<file path="src/rtl/riscv_pkg.sv">
// Shared RISC-V core constants and the fetch FSM state encoding.
package riscv_pkg;

   localparam int XLEN = 32;

   localparam logic [XLEN-1:0] NOP_INSTR    = 32'h0000_0013;
   localparam logic [XLEN-1:0] EBREAK_INSTR = 32'h0010_0073;

   typedef enum logic [1:0] {
      ST_BOOT   = 2'd0,
      ST_RUN    = 2'd1,
      ST_HALTED = 2'd2
   } fetch_state_e;

endpackage

</file>
<file path="src/rtl/if_id_reg.sv">
// IF/ID pipeline register: instruction, its PC and PC+4, plus a valid flag.
module if_id_reg #(
   parameter logic [31:0] NOP_INSTR = 32'h0000_0013
) (
   input  logic        clk,
   input  logic        rst_n,
   input  logic        load,
   input  logic        flush,
   input  logic [31:0] pc,
   input  logic [31:0] instr,
   output logic        valid,
   output logic [31:0] instr_q,
   output logic [31:0] pc_q,
   output logic [31:0] pc4_q
);

   // Flush only turns the slot into a bubble; pc/pc4 keep their last values.
   always_ff @(posedge clk) begin
      if (!rst_n) begin
         valid   <= 1'b0;
         instr_q <= NOP_INSTR;
         pc_q    <= 32'h0000_0000;
         pc4_q   <= 32'h0000_0000;
      end else if (flush) begin
         valid   <= 1'b0;
         instr_q <= NOP_INSTR;
      end else if (load) begin
         valid   <= 1'b1;
         instr_q <= instr;
         pc_q    <= pc;
         pc4_q   <= pc + 32'd4;
      end
   end

endmodule

</file>
<file path="src/rtl/fetch_unit.sv">
// Instruction fetch stage: PC register, next-PC selection, fetch FSM and IF/ID capture.
//
//  state     | meaning
//  ST_BOOT   | one bubble cycle after reset, no capture
//  ST_RUN    | fetch one word per cycle into IF/ID
//  ST_HALTED | EBREAK seen; PC frozen, IF/ID emits bubbles until redirect
module fetch_unit #(
   parameter logic [riscv_pkg::XLEN-1:0] RESET_PC  = 32'h0000_0000,
   parameter logic [riscv_pkg::XLEN-1:0] NOP_INSTR = riscv_pkg::NOP_INSTR
) (
   input  logic        clk,
   input  logic        rst_n,
   output logic [31:0] imem_adr,
   input  logic [31:0] imem_rd,
   input  logic        stall_i,
   input  logic        redirect_i,
   input  logic [31:0] redirect_pc_i,
   output logic        if_id_valid,
   output logic [31:0] if_id_instr,
   output logic [31:0] if_id_pc,
   output logic [31:0] if_id_pc4,
   output logic        halted,
   output logic        misalign_o
);
   import riscv_pkg::*;

   fetch_state_e state, state_nxt;
   logic [31:0]  pc, pc_nxt;
   logic         misalign_nxt;
   logic         load, flush;

   always_ff @(posedge clk) begin
      if (!rst_n) begin
         state      <= ST_BOOT;
         pc         <= RESET_PC;
         misalign_o <= 1'b0;
      end else begin
         state      <= state_nxt;
         pc         <= pc_nxt;
         misalign_o <= misalign_nxt;
      end
   end

   always_comb begin
      state_nxt    = state;
      pc_nxt       = pc;
      misalign_nxt = 1'b0;
      load         = 1'b0;
      flush        = 1'b0;
      if (redirect_i) begin
         state_nxt    = ST_RUN;
         pc_nxt       = {redirect_pc_i[31:2], 2'b00};
         misalign_nxt = |redirect_pc_i[1:0];
         flush        = 1'b1;
      end else if (!stall_i) begin
         case (state)
            ST_BOOT: state_nxt = ST_RUN;
            ST_RUN: begin
               load = 1'b1;
               // EBREAK is delivered downstream but the PC parks on it.
               if (imem_rd == EBREAK_INSTR) state_nxt = ST_HALTED;
               else                         pc_nxt    = pc + 32'd4;
            end
            ST_HALTED: flush = 1'b1;
            default:   state_nxt = ST_BOOT;
         endcase
      end
   end

   assign imem_adr = pc;
   assign halted   = (state == ST_HALTED);

   if_id_reg #(.NOP_INSTR(NOP_INSTR)) u_if_id (
      .clk     (clk),
      .rst_n   (rst_n),
      .load    (load),
      .flush   (flush),
      .pc      (pc),
      .instr   (imem_rd),
      .valid   (if_id_valid),
      .instr_q (if_id_instr),
      .pc_q    (if_id_pc),
      .pc4_q   (if_id_pc4)
   );

endmodule

</file>
<file path="config.mk">
export PLATFORM = sky130hd
export DESIGN_NAME = fetch_unit
export DESIGN_NICKNAME = d
export VERILOG_FILES = /design/src/rtl/riscv_pkg.sv /design/src/rtl/if_id_reg.sv /design/src/rtl/fetch_unit.sv
export SDC_FILE = /design/constraint.sdc
export NUM_CORES = 1
export LEC_CHECK = 0
export BUFFER_PORTS_ARGS = -buffer_cell sky130_fd_sc_hd__clkbuf_2
export CAP_MARGIN = 20
export CORE_ASPECT_RATIO = 0.6
export CORE_MARGIN = 5
export CORE_UTILIZATION = 47
export DETAILED_ROUTE_END_ITERATION = 7
export GPL_TIMING_DRIVEN = 0
export PLACE_DENSITY = 0.76
export SLEW_MARGIN = 40
export SYNTH_ARGS = -nofsm -noshare
export SYNTH_HDL_FRONTEND = slang
export SYNTH_SLANG_ARGS = --single-unit
</file>
<file path="constraint.sdc">
create_clock -name clk -period 3.1 [get_ports clk]
set_input_delay 0.155 -clock clk [delete_from_list [all_inputs] [get_ports clk]]
set_output_delay 0.155 -clock clk [all_outputs]
set_load 0.005 [all_outputs]
</file>
# [After elaboration in Yosys (flattened, before gate mapping)]
# Index checks and enable logic that the tools add are counted.
[classes] n_addsub=1 n_mul=0 div_mod_pow=0 order_cmp=0 n_eq_ne=8 shift=0 mux=14 bitwise=5 reduce_logical=11
[ops] op="32-bit two-way mux" count=4
[ops] op="32-bit by 3-bit adder with 32-bit output, second input constant" count=1
[ops] op="32-bit by 21-bit equality test with 1-bit output, second input constant" count=1
[ops] op="3-bit AND reduction" count=4
[ops] op="1-bit two-way mux" count=8
[ops] op="2-bit != test, second input constant" count=3
[ops] op="2-bit one-hot mux with 3 select lines" count=1
[ops] op="2-bit OR reduction" count=3
[ops] op="1-bit NOT" count=5
[ops] op="2-bit AND reduction" count=2
[ops] op="3-bit != test, second input constant" count=1
[ops] op="2-bit by 1-bit equality test with 1-bit output, second input constant" count=1
[ops] op="2-bit equality test, second input constant" count=1
[ops] op="2-bit logical NOT" count=1
[ops] op="2-bit two-way mux" count=1
[ops] op="2-bit by 1-bit != test with 1-bit output, second input constant" count=1
[ops] op="2-bit nonzero test" count=1
[totals] regBits=132 latchBits=0 mem_bits_rw=0 rom_bits=0 inputBits=68 output_inout_bits=131 word_cells=48 memories=0

# [Logic depth before layout (Yosys ltp)]
[logic_depth] ltp_word=6 depth_mapped=7 mapped_depth_nobuf=6

# [Modules after synthesis]
# A second synthesis with hierarchy kept.
[hier_totals] cells_unflattened=696 area_unflattened_um2=6044.5
[modules_own_cells] module="if_id_reg" instances=1 cells_per_inst=446 area_each_um2=3871.2 seq_area_each_um2=1901.8
[modules_own_cells] module="fetch_unit" instances=1 cells_per_inst=250 area_each_um2=2173.3 seq_area_each_um2=660.6

# [Least setup slack after synthesis]
# Ideal clock, no wire load.
[synth_timing] path_kind="register -> register" from="register pc[11] (netlist: imem_adr[11])" to="register u_if_id.pc4_q[25]" setup_ps=91 arrival_ps=2042 required_ps=3009 slack_ps=967 path_stages_with_launch=7 path_buffers=2 synth_period_minus_slack_ps=2133 cell_sequence="dfxtp_1 -> clkbuf_2 -> nand4_4 -> or4_1 -> buf_2 -> or4_4 -> a311oi_1"
[synth_between] elab_chain_cells=1
[synth_rtl] item="start: declaration" line="fetch_unit.sv:28" text="logic [31:0] pc, pc_nxt;"
[synth_rtl] item="start signal: assignment" line="fetch_unit.sv:39" text="pc <= pc_nxt;"
[synth_rtl] item="32-bit by 3-bit adder with 32-bit output" line="if_id_reg.sv:31" text="pc4_q <= pc + 32'd4;"
[synth_rtl] item="end signal: assignment" line="if_id_reg.sv:31"
[synth_rtl] item="end: declaration" line="if_id_reg.sv:14" text="output logic [31:0] pc4_q"
# No other way between the ends.
# A chain may end at the register's enable or synchronous reset.

# [Worst setup path after layout]
[layout_timing] from="register pc[15] (netlist: imem_adr[15])" to="register pc[31] (netlist: imem_adr[31])"
[layout_between] elab_chain_cells=5
[layout_rtl] item="32-bit by 3-bit adder with 32-bit output" line="fetch_unit.sv:62" text="else pc_nxt = pc + 32'd4;"
[layout_rtl] item="32-bit two-way mux" line="fetch_unit.sv:61" text="if (imem_rd == EBREAK_INSTR) state_nxt = ST_HALTED;"
[layout_rtl] item="32-bit two-way mux" line="fetch_unit.sv:56" text="case (state)"
[layout_rtl] item="32-bit two-way mux" line="fetch_unit.sv:55" text="end else if (!stall_i) begin"
[layout_rtl] item="32-bit two-way mux" line="fetch_unit.sv:50" text="if (redirect_i) begin"
# No other way between the ends. The select of a mux whose other input is x is not followed.

==> metrics list <==
- Net switching power: 1.06 mW
* Estimated wirelength of the detail-placed design: 14.7 mm
- Of all flip-flops after synthesis, the portion carrying an async set or reset was 0.
- Unrepaired setup endpoints after global routing: no
* Placed insts: 1041
- The endpoint identified for the worst register-to-register timing path is imem_adr[31].
- In the final layout, the multi-input gates occupy between 0.002 and 0.003 sq mm.
* Avg WL per Cell: 18.3 microns
* Maximum net fanout on the critical path: 8
* Most common flop cell mapped by yosys: dfxtp_1
- IR Drop Worst-Case VDD: 398 uV
- CTS max path bufs: 2
* Number of antenna violations at the first check in global routing: 0
- After floorplanning, the core was divided into 30 placement rows.
- Clk Tree Root Cell: clkbuf_16
* Yosys warning count: 0
* Via-per-instance ratio: 5.56
- Final Net Count: 999
- The internal power of the cells totals 3.05 mW.
- The die covers 0.0140 sq mm.
- Source-to-sink clock delay at the later pin of the worst-skew pair: just over 0.4 ns
- CORE AREA: 0.0113 sq mm
- Worst Clk Skew: ~0.011 ns
* Launching point of the worst reg2reg path: imem_adr[15]
- Layout area overhead: 38.1%
- GRT Residual Overflow: 0
- DR vias: approximately 6000
- The share of total power dissipated in combinational logic is 0.102.
- The path class of the tightest hold or removal check is input port to flop.
- Sequential fraction of the synthesis area: 0.461
* Element type at the critical path end: flop
* Critical path startpoint: imem_adr[15]
* Port bufs: 192
- Once the clock tree was built, the setup fixing pass inserted 0 buffers.
- For this run, the number of standard cells in the final layout without fillers is 1103.
- The tool flagged a number of max-cap violations equal to 0.
- Worst relative slew slack: 0.453
* Fraction of power spent switching nets: 0.259
- The setup path with the least slack is of type flop to flop.
- Maximum number of pins on one net before global-route repair: 17
- Final clock period utilization by the worst path: 0.862
- The detailed router finished its first iteration with 565 violations.
- Run status: finished clean
- Detailed-route wire length: slightly above 20 mm
- Element type at the critical path start: flop
- Total count of max-transition violations in the final report: 0
- In this run the power density over the cells is 544 mW/mm^2.
* TritonCTS clock tree: built
* Remaining antenna violation count: 0
- After clock tree synthesis, the clock-pin slew on the worst setup and hold paths is around 0.06 ns.
* Syn avg cell area: about 8 sq um
- STA puts the critical path data required time at 3.37 ns.
- Share of cells above drive strength 1: 0.262
* Global-route wire length before repair: 30.8 mm
* Setup TNS: 0 ns
- Clk sinks: 126
- The cell count after synthesis came out at about 700.
* FILL cells: 979
- On the final layout, the worst hold slack is 0.0102 ns.
- The repair_antennas step left the layout with diodes totalling 0.
* GRT Total Usage: 0.283
* Number of enable flip-flop cells after synthesis: 0
* Number of buffers created by CTS: 17
* Fraction of power consumed by sequential logic: 0.422
- Chip height: 93.6 microns
- Yosys mapped the design onto 53 distinct sky130hd cell types.
- Relative contribution of the clock network to total power: 0.476
- RD Place Congestion: 0.915
- DRC violations left: 0
- Register bit total from synthesis: 126
* Number of global-route vias before repair: 5664
- Post-Synthesis Cell Area: ~0.0055 sq mm
- The H-tree generated during clock tree synthesis spans 4 levels.
- Ports: approximately 200
- Setup violations remaining at the end of the flow were counted as 0.
- From left edge to right edge, the die measures around 150 microns.
- The worst path needs 2.67 ns of the cycle, external delays included.
- The critical path ends at imem_adr[31].
* Leakage power total: 2.99 nW
- R2R setup slack: around 0.43 ns
- The hold violation total from the final report came to 0.
- For the pin with the worst max-slew slack, the measured transition is 0.814 ns.
- Sequential cell area: roughly 0.0025 sq mm
- Counting cells, the worst reg-to-reg path comes to 6.
* Achievable clock frequency: 374 MHz
- At the worst endpoint, the arrival time is around 3 ns.
- Starting utilization of the core area: 0.483
- Pre-Repair DR Iteration Count: 5
synthesized netlist by cell type, types with 3 or more instances:
library cell	instances	area (sq um)
nor4_1	6	37.5
xnor2_1	20	175
o21ai_0	29	145
dfxtp_1	126	2520
and3_1	3	18.8
or3_1	9	56.3
a211oi_1	22	165
a311oi_1	4	35.0
inv_1	6	22.5
xor2_1	15	131
a21oi_1	87	435
nand2_1	154	578
nor3_1	8	40.0
nor2_1	34	128
buf_4	6	45.0
nand4_1	15	93.8
or2_2	3	18.8
o211ai_1	6	45.0
nand3_1	8	40.0
o31ai_1	5	37.5
nand3b_1	3	22.5
clkbuf_1	50	188
and4_1	5	43.8
nor3b_1	3	22.5
a31oi_1	12	75.1
buf_2	6	30.0
or4_1	4	30.0
cells by family after synthesis:
family,count (synthesis),synth area share
compound gates,184,0.201
flops,126,0.461
buf+inv,70,0.0540
fa+ha+maj,1,0.00229
simple gates,266,0.225
xor+xnor,35,0.0560
other cells,1,0.000685
cell usage in the layout, fill, tap and decap left out, drive strengths merged, types with 4 or more instances in the layout:
| cell | synthesis | final |
|---|---|---|
| clkinv | 0 | 5 |
| nand3 | 8 | 8 |
| clkinvlp | 0 | 4 |
| nor2 | 34 | 34 |
| or2 | 4 | 4 |
| inv | 6 | 10 |
| a311oi | 4 | 4 |
| a211oi | 22 | 22 |
| nand4 | 16 | 16 |
| nand2 | 154 | 154 |
| a21oi | 87 | 87 |
| buf | 12 | 13 |
| nor4 | 6 | 6 |
| dlygate4sd3 | 0 | 30 |
| nor3 | 8 | 8 |
| dfxtp | 126 | 126 |
| or4 | 5 | 5 |
| xnor2 | 20 | 20 |
| a31oi | 12 | 12 |
| clkbuf | 52 | 261 |
| or3 | 9 | 9 |
| o31ai | 5 | 5 |
| xor2 | 15 | 15 |
| o211ai | 6 | 6 |
| o21ai | 31 | 31 |
| and4 | 5 | 5 |
| conb | 1 | 6 |
routing by layer:
layer,up-vias,GRT usage,wire length [microns]
met1,2867,0.397,8900
met2,351,0.420,8620
met4,0,0.0906,432
li1,2877,-,-
met5,-,0,0
met3,34,0.0804,2190
per-stage QoR:
stage | instance area [sq um] | total power [mW] | setup WS (ns) | util
final | 7550 | 4.11 | 0.427 | 0.666
after global routing | 7550 | 4.26 | 0.270 | 0.666
after CTS | 7550 | 4.11 | 0.535 | 0.666
after detailed placement | 6660 | 2.15 | 0.553 | 0.588
after global placement | 6650 | 2.14 | 0.0830 | 0.587
after floorplan | 5490 | 1.95 | 0.967 | -
layout make-up:
type / count / area share
multi-input cells: 492 / 0.355
flip-flops and latches: 126 / 0.334
repair buffers: 223 / 0.168
clock buffers: 17 / 0.0563
plain buffers: 64 / 0.0361
well taps: 160 / 0.0265
clock inverters: 15 / 0.0214
inverters: 6 / 0.00298
state kept, by name, summed over array words and instances (netlist names):
| signal | count |
|---|---|
| state | 2 |
| u_if_id.pc4_q | 30 |
| imem_adr | 30 |
| u_if_id.pc_q | 30 |
| u_if_id.instr_q | 32 |
| u_if_id.valid | 1 |
| misalign_o | 1 |
critical path: stages, from the launching register on:
cell	delay, ns
dfxtp_1	0.34
clkbuf_1	0.45
nand4_1	0.21
nor3_1	0.72
nand4_1	0.31
o311ai_0	0.38
a31oi_1	0.13
worst min-delay path by stage:
stage | to | cells after the start | slack (ns) | from
floorplan | u_if_id.instr_q[0] | 2 | 0.28 | imem_rd[0]
global placement | u_if_id.instr_q[6] | 3 | 0.39 | imem_rd[6]
detailed placement | u_if_id.instr_q[0] | 3 | 0.40 | imem_rd[0]
CTS | u_if_id.instr_q[5] | 3 | 0.002 | imem_rd[5]
global route | imem_adr[31] | 3 | 0.009 | redirect_pc_i[31]
finish | u_if_id.instr_q[5] | 3 | 0.01 | imem_rd[5]
repair_timing:
action	CTS	global route
hold buffers	30	0
hold endpoints to repair	30	0
resized for setup	0	0
power groups by stage:
stage	combinational, mW	clock [mW]	sequential (mW)
floorplan	0.194	0	1.76
global placement	0.375	0	1.77
detailed placement	0.378	0	1.77
CTS	0.411	1.97	1.73
global route	0.458	2.06	1.74
finish	0.419	1.96	1.74
No activity file was read; power rests on OpenSTA's default activity.
